==> src/rtl/instruction_fetch.sv <==
// rtl/instruction_fetch.sv - fetch stage: PC register, imem addressing, 2-bit BHT branch prediction
module instruction_fetch #(
    parameter logic [31:0] RESET_PC    = 32'h00000000,
    parameter int          BHT_ENTRIES = 16
) (
    input  logic        clk,
    input  logic        resetn,
    input  logic        stall,
    input  logic        redirect_valid,
    input  logic [31:0] redirect_pc,
    input  logic        update_valid,
    input  logic [31:0] update_pc,
    input  logic        update_taken,
    output logic [31:0] imem_addr,
    input  logic [31:0] imem_rdata,
    output logic [31:0] pc_out,
    output logic [31:0] instruction_out,
    output logic        branch_or_not,
    output logic [31:0] calculated_branch_address
);
    localparam int          IDX_W     = $clog2(BHT_ENTRIES);
    localparam logic [6:0]  OP_JAL    = 7'b1101111;
    localparam logic [6:0]  OP_BRANCH = 7'b1100011;
    localparam logic [31:0] NOP       = 32'h00000013;

    logic [31:0]      pc;
    logic [1:0]       bht [BHT_ENTRIES];
    logic [IDX_W-1:0] rd_idx;
    logic [IDX_W-1:0] wr_idx;
    logic [31:0]      pc_plus4;
    logic [31:0]      j_imm;
    logic [31:0]      b_imm;
    logic             pred_taken;
    logic [31:0]      pred_target;
    logic [31:0]      next_pc;
    logic             unused_update_bits;

    assign rd_idx    = pc[IDX_W+1:2];
    assign wr_idx    = update_pc[IDX_W+1:2];
    assign pc_plus4  = pc + 32'd4;
    assign imem_addr = pc;
    assign pc_out    = pc;
    assign j_imm = {{11{imem_rdata[31]}}, imem_rdata[31], imem_rdata[19:12],
                    imem_rdata[20], imem_rdata[30:21], 1'b0};
    assign b_imm = {{19{imem_rdata[31]}}, imem_rdata[31], imem_rdata[7],
                    imem_rdata[30:25], imem_rdata[11:8], 1'b0};
    assign unused_update_bits = ^{update_pc[31:IDX_W+2], update_pc[1:0]};

    always_comb begin
        pred_taken  = 1'b0;
        pred_target = pc_plus4;
        if (imem_rdata[6:0] == OP_JAL) begin
            pred_taken  = 1'b1;
            pred_target = pc + j_imm;
        end else if (imem_rdata[6:0] == OP_BRANCH && bht[rd_idx][1]) begin
            pred_taken  = 1'b1;
            pred_target = pc + b_imm;
        end
    end

    // A flush replaces whatever was fetched with a NOP and points downstream at the fix-up PC.
    always_comb begin
        instruction_out           = imem_rdata;
        branch_or_not             = pred_taken;
        calculated_branch_address = pred_target;
        if (redirect_valid) begin
            instruction_out           = NOP;
            branch_or_not             = 1'b0;
            calculated_branch_address = redirect_pc;
        end
    end

    always_comb begin
        next_pc = pc_plus4;
        if (redirect_valid)
            next_pc = redirect_pc;
        else if (stall)
            next_pc = pc;
        else if (pred_taken)
            next_pc = pred_target;
    end

    // Training is independent of stall/redirect; a same-cycle read sees the old counter.
    always_ff @(posedge clk or negedge resetn) begin
        if (!resetn) begin
            pc <= RESET_PC;
            for (int i = 0; i < BHT_ENTRIES; i++)
                bht[i] <= 2'b01;
        end else begin
            pc <= next_pc;
            if (update_valid) begin
                if (update_taken && bht[wr_idx] != 2'b11)
                    bht[wr_idx] <= bht[wr_idx] + 2'b01;
                else if (!update_taken && bht[wr_idx] != 2'b00)
                    bht[wr_idx] <= bht[wr_idx] - 2'b01;
            end
        end
    end
endmodule

==> config.mk <==
export PLATFORM = sky130hd
export DESIGN_NAME = instruction_fetch
export DESIGN_NICKNAME = d
export VERILOG_FILES = /design/src/rtl/instruction_fetch.sv
export SDC_FILE = /design/constraint.sdc
export NUM_CORES = 1
export LEC_CHECK = 0
export ABC_AREA = 1
export CAP_MARGIN = 10
export CELL_PAD_IN_SITES_DETAIL_PLACEMENT = 1
export CELL_PAD_IN_SITES_GLOBAL_PLACEMENT = 2
export CORE_ASPECT_RATIO = 1.5
export CORE_UTILIZATION = 25
export DETAILED_ROUTE_END_ITERATION = 10
export GPL_TIMING_DRIVEN = 0
export PLACE_DENSITY_LB_ADDON = 0.08
export SLEW_MARGIN = 20
export SYNTH_ARGS = -nofsm -noshare
export SYNTH_HDL_FRONTEND = slang
export SYNTH_SLANG_ARGS = --single-unit
export TNS_END_PERCENT = 10
==> constraint.sdc <==
create_clock -name clk -period 5.4 [get_ports clk]
set_clock_uncertainty 0.1 [all_clocks]
set_input_delay 1.62 -clock clk [delete_from_list [all_inputs] [get_ports clk]]
set_output_delay 1.62 -clock clk [all_outputs]
set_load 0.1 [all_outputs]
# Word level (Yosys, flattened, before mapping)
# Index checks and enable logic that the tools add are counted.
# word_totals
wordCells,61
ff_bits,64
input_bits,102
# op_classes
n_bitwise,2
n_lt_le_gt_ge,3
reduce_logical,8
eq_ne,4
add_sub_neg,5
muxes,22
# op_table
op,n
2-to-1 mux 32 bit,9
adder 32 bit,2
bitwise mux 32 bit,2
"adder 32 x 3 -> 32 bit, second input constant",1
binary-select mux 2 bit (select 4 bit),2
"== test 7 bit, second input constant",2
"greater-or-equal comparator 5 bit, second input constant",2
2-to-1 mux 2 bit,5
NOT 4 -> 5 bit,2
demux 2 bit (select 4 bit),1
"less-than comparator 5 x 1 -> 1 bit, second input constant",1
logical AND 1 bit,4
nonzero test 2 bit,2
2-to-1 mux 1 bit,3
"adder 2 x 1 -> 2 bit, second input constant",1
"!= test 2 x 1 -> 1 bit, second input constant",1
"!= test 2 bit, second input constant",1
AND reduction 2 bit,1
"subtractor 2 x 1 -> 2 bit, second input constant",1
zero test 1 bit,1

# Depth between registers and ports, before layout
# Gate-level depths: netlist (run 1).
# depth
depth_word,10
depth_mapped,19

# Worst setup path before layout (run 1)
# Ideal clock, no wire load.
# synth_path
path_type,input port to output port
start,input port redirect_valid
end,output port calculated_branch_address[13]
path_stages,5
path_slack_ns,-0.782
arrival_time_ns,4.462
n_path_buf,3
path_cell_list,clkbuf_1 inv_1 clkbuf_1 clkbuf_1 o21ai_0
# synth_via
elab_chain_cells,1
# synth_rtl
item,line_no,text
start: declaration,9,"input logic redirect_valid,"
2-to-1 mux 32 bit,66,if (redirect_valid) begin
end: declaration,19,output logic [31:0] calculated_branch_address
# No other way between the ends.

# Final worst setup path (run 1)
# layout_path
start,input port imem_rdata[8]
end,output port calculated_branch_address[19]
# layout_via
elab_chain_cells,4
# layout_rtl
item,line_no,text
start: declaration,15,"input logic [31:0] imem_rdata,"
adder 32 bit,57,pred_target = pc + b_imm;
2-to-1 mux 32 bit,55,end else if (imem_rdata[6:0] == OP_BRANCH && bht[rd_idx][1]) begin
2-to-1 mux 32 bit,52,if (imem_rdata[6:0] == OP_JAL) begin
2-to-1 mux 32 bit,66,
# No other way between the ends.

==> results of run 1 <==
==> what timing repair did <==
item                       4_1_cts  5_1_grt
resized for setup              741      170
hold endpoints to repair         0        0
buffers inserted                45       20
gates cloned                     2        1
pin swaps                      102       82
setup endpoints to repair       72       39
==> cells by family (layout without fill, tap and decap cells) <==
group	after synthesis	after routing	synth area share (%)
buffers and inverters	307	589	14.9
AO/OA/AOI/OAI	180	180	11.0
AND/OR/NAND/NOR	951	951	45.0
adder cells (fa/ha/maj)	48	48	6.85
XOR/XNOR	43	43	4.28
flip-flops	64	64	18.1
==> routing by layer <==
metal | global-route usage (%) | share of wire (%)
met1 | 29.9 | 37
met2 | 57.1 | 56
met3 | 1.81 | 1.8
met4 | 13.4 | 5.0
met5 | 0 | 0
==> critical path, cell delays in order <==
cell      delay [ps]
buf_8             80
ha_4             120
inv_2             30
fa_2             340
nand3b_1         190
nand2_2          160
nand2_2           90
nand2_4          110
nand2_2           70
nand2_4          140
nand2_4           60
nand3b_1         140
nand3_2          140
nand3_2          100
nand3_1           90
nand2_2          120
buf_12           180
==> placed cells by master, fill, tap and decap left out, types with 41 or more instances in the layout <==
cell | synthesis | routed
dfrtp_1 | 48 | 48
clkdlybuf4s50_1 | 0 | 110
o21ai_0 | 62 | 54
buf_4 | 37 | 97
nand2_1 | 567 | 429
nand2_2 | 2 | 94
nand3_1 | 149 | 100
nor2_1 | 142 | 109
nand3_2 | 3 | 41
inv_1 | 227 | 211
==> power breakdown <==
part	total [mW]	switching (mW)	internal, mW
clock network	0.592	0.252	0.340
registers	0.797	0.179	0.619
logic	2.78	1.88	0.898
total	4.16	2.31	1.86
==> cell type report <==
cell class | count | area share, %
Buffer | 67 | 3.43
Clock buffer | 11 | 1.69
Clock inverter | 5 | 0.260
Inverter | 239 | 6.22
Multi-Input combinational cell | 1222 | 54.7
Sequential cell | 64 | 10.9
Tap cell | 473 | 3.96
Timing Repair Buffer | 267 | 18.9
==> final timing paths <==
check | start | to | cells after the start
max | imem_rdata[8] | calculated_branch_address[19] | 17
max in group asynchronous | resetn | async pin | 2
min in group asynchronous | resetn | imem_addr[0] | 1
min | flop | flop | 2
max reg2reg | flop | bht[27] | 12
min reg2reg | flop | flop | 2
==> metrics by stage <==
stage          util, %  instance area (sq um)  setup WS [ps]  TNS, ps
6_report          42.4                  14900           -104     -311
5_1_grt           42.4                  14900           -188    -2030
4_1_cts           40.1                  14100           -139    -1030
3_5_place_dp      32.9                  11600          -2550   -82870
3_3_place_gp      32.8                  11600          -2550   -85760
2_1_floorplan        -                   8990           -360    -1850
==> metrics.cfg, run 1 <==
[logic_synthesis]
yosysMostFrequentCell = nand2_1
yosysSeqAreaShare_pct = 18.1
ys_types = 43
synth_area_sq_um = 8980
netlist_top_cells_count = nand2_1, inv_1, nand3_1, nor2_1, a21oi_1
yosys-top-cells-area = nand2_1, dfrtp_1, inv_1, nand3_1, ha_1
synth_edf_count = 0
syn_inst = 1593
ys.flop_type = dfrtp_1
yosys.area.top_type = nand2_1
avgSynthCellArea_sq_um = 5.64
synth_warnings = 0
synth_top_area_share_pct = 23.7
synthArstFlopShare_pct = 100
synth_seq_cells = 64
synth.net_count = 1743

[final_layout]
n_fill_cell = 4462
num_antenna_cells = 0
finalNetCount = 2020
fin_cells = 2348
multiInputGateArea_sq_um = 8170
regArea_sq_um = 1620
drive_gt1_share_pct = 31.5
syn2layout_area_growth_pct = 66.3

[route]
route.detailed.drc = 0
antenna_left = 0
dr.pass1.iters = 4
drtIter0Drc = 477
route.vias.total = 11500
routedWlPerCell_um = 22.4
viasPerCell = 4.89
wirelength_um = 52600

[global_routing]
grt_pass1_vias = 12300
overflow = 0
grt_usage_pct = 28.6
grt_max_degree = 37
grt_pass1_wl_um = 76400
antenna_found_initial = 0

[sta]
slew_headroom_pct = 32.0
hold_violations = 0
slew_violations = 0
hold_ws_ps = 371
finalCritPeriodShare_pct = 102
rsz0062_at_grt = yes
fin_crit_ps = 5500
worst_pin_slew_ps = 1020
fmax_ghz = 0.182
setup_violations = 9
setup_slack_ps = -104

[clock_tree]
cts-root-buf = clkbuf_16
hold_buffers = 0
cts.sinks = 64
cts.htree.levels = 3
cts_buffers = 9
clkTransAtPathRegs_ps = 60
cts_tree = done
cts.path.max_buffers = 2
insertion_delay_ps = 350

[die]
die_area_sq_um = 36700
core_sq_um = 35200
dieWidth_um = 157
start_util_pct = 25.5
die_h_um = 234
io_pins = 231
rows = 84

[critical_path]
worst_setup_path_end_kind = output port
cp_max_fo = 3
r2r_slack_ps = 2210
cp_data_arrival_time_ps = 3780
required_ps = 3680
critPathKind = in2out
critPathLaunchType = input pin

[run_status]
failed_checks = setup timing
run_status = complete, but fails checks

[job]
cap_viol_max_count = 0

[place]
dpl.hpwl_um = 42100
io_buffer_count = 198
place_inst = 2265
gp_congestion = 0.915

[power_and_ir_drop]
fin_total_pwr_mw = 4.16
peakVddDrop_mv = 0.160
p_leak_nw = 7.08
powerDensity_nw_per_um2 = 279

[worst_hold_path]
hp-class = reg2reg

(Power assumes the default switching activity.)
==> inputs of run 2 (changes only) <==
--- a/config.mk
+++ b/config.mk
@@ -10,11 +10,11 @@
 export CELL_PAD_IN_SITES_DETAIL_PLACEMENT = 1
 export CELL_PAD_IN_SITES_GLOBAL_PLACEMENT = 2
 export CORE_ASPECT_RATIO = 1.5
-export CORE_UTILIZATION = 25
+export CORE_UTILIZATION = 27
 export DETAILED_ROUTE_END_ITERATION = 10
 export GPL_TIMING_DRIVEN = 0
 export PLACE_DENSITY_LB_ADDON = 0.08
-export SLEW_MARGIN = 20
+export SLEW_MARGIN = 5
 export SYNTH_ARGS = -nofsm -noshare
 export SYNTH_HDL_FRONTEND = slang
 export SYNTH_SLANG_ARGS = --single-unit
==> constraint.sdc (replaced) <==
create_clock -name clk -period 6.5 [get_ports clk]
set_clock_uncertainty 0.1 [all_clocks]
set_input_delay 1.95 -clock clk [delete_from_list [all_inputs] [get_ports clk]]
set_output_delay 1.95 -clock clk [all_outputs]
set_load 0.1 [all_outputs]
==> metrics.cfg, run 2 (synthesis results as in run 1) <==
[power_and_ir_drop]
p_int_mw = 1.42  ; was 1.86 mW
switching_share_pct = 55.9  ; was 55.4%
p_seq_share_pct = 20.5  ; was 19.1%
comb_power_share_pct = 63.3  ; was 66.6%
p_leak_nw = 6.33  ; was 7.08 nW
p_sw_mw = 1.80  ; was 2.31 mW
peakVddDrop_mv = 0.121  ; was 0.160 mV
powerDensity_nw_per_um2 = 247  ; was 279 nW/um^2
pwr-share-clk_pct = 16.2  ; was 14.2%

[final_layout]
layout_commonest_cell = nand2_1  ; unchanged
final_area_sq_um = 13000  ; was 14900 sq um
drive_gt1_share_pct = 19.0  ; was 31.5%
finalNetCount = 1970  ; was 2020
num_antenna_cells = 0  ; unchanged
fin_cells = 2240  ; was 2348
final_cell_mix = nand2_1, inv_1, clkdlybuf4s50_1  ; unchanged
syn2layout_area_growth_pct = 44.9  ; was 66.3%

[sta]
worst_pin_slew_ps = 997  ; was 1020 ps
slew_violations = 0  ; unchanged
setup_slack_ps = 16.5  ; was -104 ps
setup_violations = 0  ; was 9
setup_tns_ps = 0  ; was -311 ps
fin_crit_ps = 6480
hold_ws_ps = 383  ; was 371 ps
slew_headroom_pct = 33.3  ; was 32.0%
hold_violations = 0  ; unchanged
finalCritPeriodShare_pct = 99.7
rsz0062_at_grt = yes  ; unchanged
fmax_ghz = 0.154

[job]
cap_viol_max_count = 0  ; unchanged

[route]
dr.pass1.iters = 5  ; was 4
route.detailed.drc = 0  ; unchanged
viasPerCell = 5.06  ; was 4.89
wirelength_um = 50000  ; was 52600 um
antenna_left = 0  ; unchanged
route.vias.total = 11300  ; was 11500
routedWlPerCell_um = 22.3  ; was 22.4 um
drtIter0Drc = 386  ; was 477

[run_status]
run_status = finished clean  ; was complete, but fails checks

[worst_hold_path]
whs_path_depth = 2  ; unchanged
hp-class = reg2reg  ; unchanged

[critical_path]
cp_max_fo = 5  ; was 3
required_ps = 4450  ; was 3680 ps
worstRegToRegCells = 12  ; unchanged
cp_data_arrival_time_ps = 4430  ; was 3780 ps
path_cells = clkdlybuf4s50_1 -> ha_4 -> nand2_2 -> nor2_1 -> nand3_2 -> nand2_4 -> inv_1 -> o21ai_4 -> xor2_2 -> nand2_1 -> o211ai_1 -> nand2_1 -> nand2_2 -> buf_12  ; was buf_8 -> ha_4 -> inv_2 -> fa_2 -> nand3b_1 -> nand2_2 -> nand2_2 -> nand2_4 -> nand2_2 -> nand2_4 -> nand2_4 -> nand3b_1 -> nand3_2 -> nand3_2 -> nand3_1 -> nand2_2 -> buf_12
critPathLaunchType = input pin  ; unchanged
critPathMaxStageDelay_ps = 470  ; was 340 ps
crit_slowest_cell = clkdlybuf4s50_1  ; was fa_2
worst_setup_path_end_kind = output port  ; unchanged
critPathKind = in2out  ; unchanged
r2r-end = bht[27]  ; unchanged
r2r_slack_ps = 2940  ; was 2210 ps

[place]
postPlaceCellArea_sq_um = 11500  ; was 11600 sq um
io_buffer_count = 198  ; unchanged
place_ws_ps = -2200  ; was -2550 ps
dpl.hpwl_um = 41600  ; was 42100 um
gp_congestion = 0.970  ; was 0.915
place_inst = 2207  ; was 2265

[global_routing]
grt_max_degree = 46  ; was 37
overflow = 0  ; unchanged
grt_pass1_wl_um = 73500  ; was 76400 um
antenna_found_initial = 0  ; unchanged
grt_usage_pct = 29.8  ; was 28.6%
grt_pass1_vias = 12000  ; was 12300

[clock_tree]
insertion_delay_ps = 360  ; was 350 ps
cts_tree = done  ; unchanged
cts_buffers = 9  ; unchanged
clkTransAtPathRegs_ps = 60  ; about the same
cts-root-buf = clkbuf_16  ; unchanged
cts.htree.levels = 3  ; unchanged
cts.sinks = 64  ; unchanged
cts.path.max_buffers = 2  ; unchanged
hold_buffers = 0  ; unchanged

[die]
dieWidth_um = 151  ; was 157 um
start_util_pct = 27.5  ; was 25.5%
die_area_sq_um = 34000  ; was 36700 sq um
die_h_um = 225  ; was 234 um
core_sq_um = 32600  ; was 35200 sq um
rows = 81  ; was 84
io_pins = 231  ; unchanged

[run 2: final cells by class]
type / instances / area (sq um)
fill: 4337 / 19600
tap: 415 / 519
inverter: 239 / 905
multi-input combinational: 1222 / 6890
buffer: 68 / 470
clock buffer: 9 / 225
timing repair buffer: 216 / 2300
sequential: 64 / 1620
clock inverter: 7 / 78.8
[run 2: worst max-delay path: cells and delay by family]
kind,cells,cell delay [ps]
AOI/OAI and AO/OA,2,350
xor gates and xnor gates,1,190
adders and majority gates,1,350
buffers and inverters,3,720
and+or+nand+nor,7,850
[run 2: power groups by stage]
| stage | logic [mW] | clock network [mW] | registers, mW |
|---|---|---|---|
| floorplan | 1.15 | 0 | 0.756 |
| global placement | 1.83 | 0 | 0.663 |
| global route | 2.18 | 0.538 | 0.671 |
| detailed placement | 1.85 | 0 | 0.663 |
| finish | 2.04 | 0.521 | 0.659 |
| CTS | 1.95 | 0.528 | 0.660 |
[run 2: through the flow]
| step | total power [mW] | util (%) |
|---|---|---|
| floorplan | 1.90 | - |
| global placement | 2.49 | 35.2 |
| detailed placement | 2.51 | 35.3 |
| CTS | 3.13 | 38.1 |
| global route | 3.39 | 39.9 |
| finish | 3.22 | 39.9 |
[run 2: routing by layer]
metal / GRT usage (%) / part of all wire [%]
met5: 0 / 0
met4: 16.1 / 5.8
met3: 2.15 / 2.1
met2: 57.2 / 54
met1: 31.6 / 38
[run 2: how the worst max path moves through the flow]
stage,from,endpoint,slack (ps),cells past startpoint
after detailed placement,imem_rdata[31],calculated_branch_address[23],-2200,13
after floorplan,redirect_valid,calculated_branch_address[13],-340,5
after global placement,imem_rdata[31],calculated_branch_address[23],-2200,13
after CTS,imem_rdata[7],calculated_branch_address[25],-80,15
final,imem_rdata[27],calculated_branch_address[12],20,14
after global routing,imem_rdata[7],calculated_branch_address[25],-80,15
[run 2: what timing repair did]
action | CTS | global route
setup buffers | 7 | 10
endpoints found under the setup margin | 54 | 29
hold endpoints to repair | 0 | 0
resized for setup | 379 | 136
pin swaps | 20 | 32
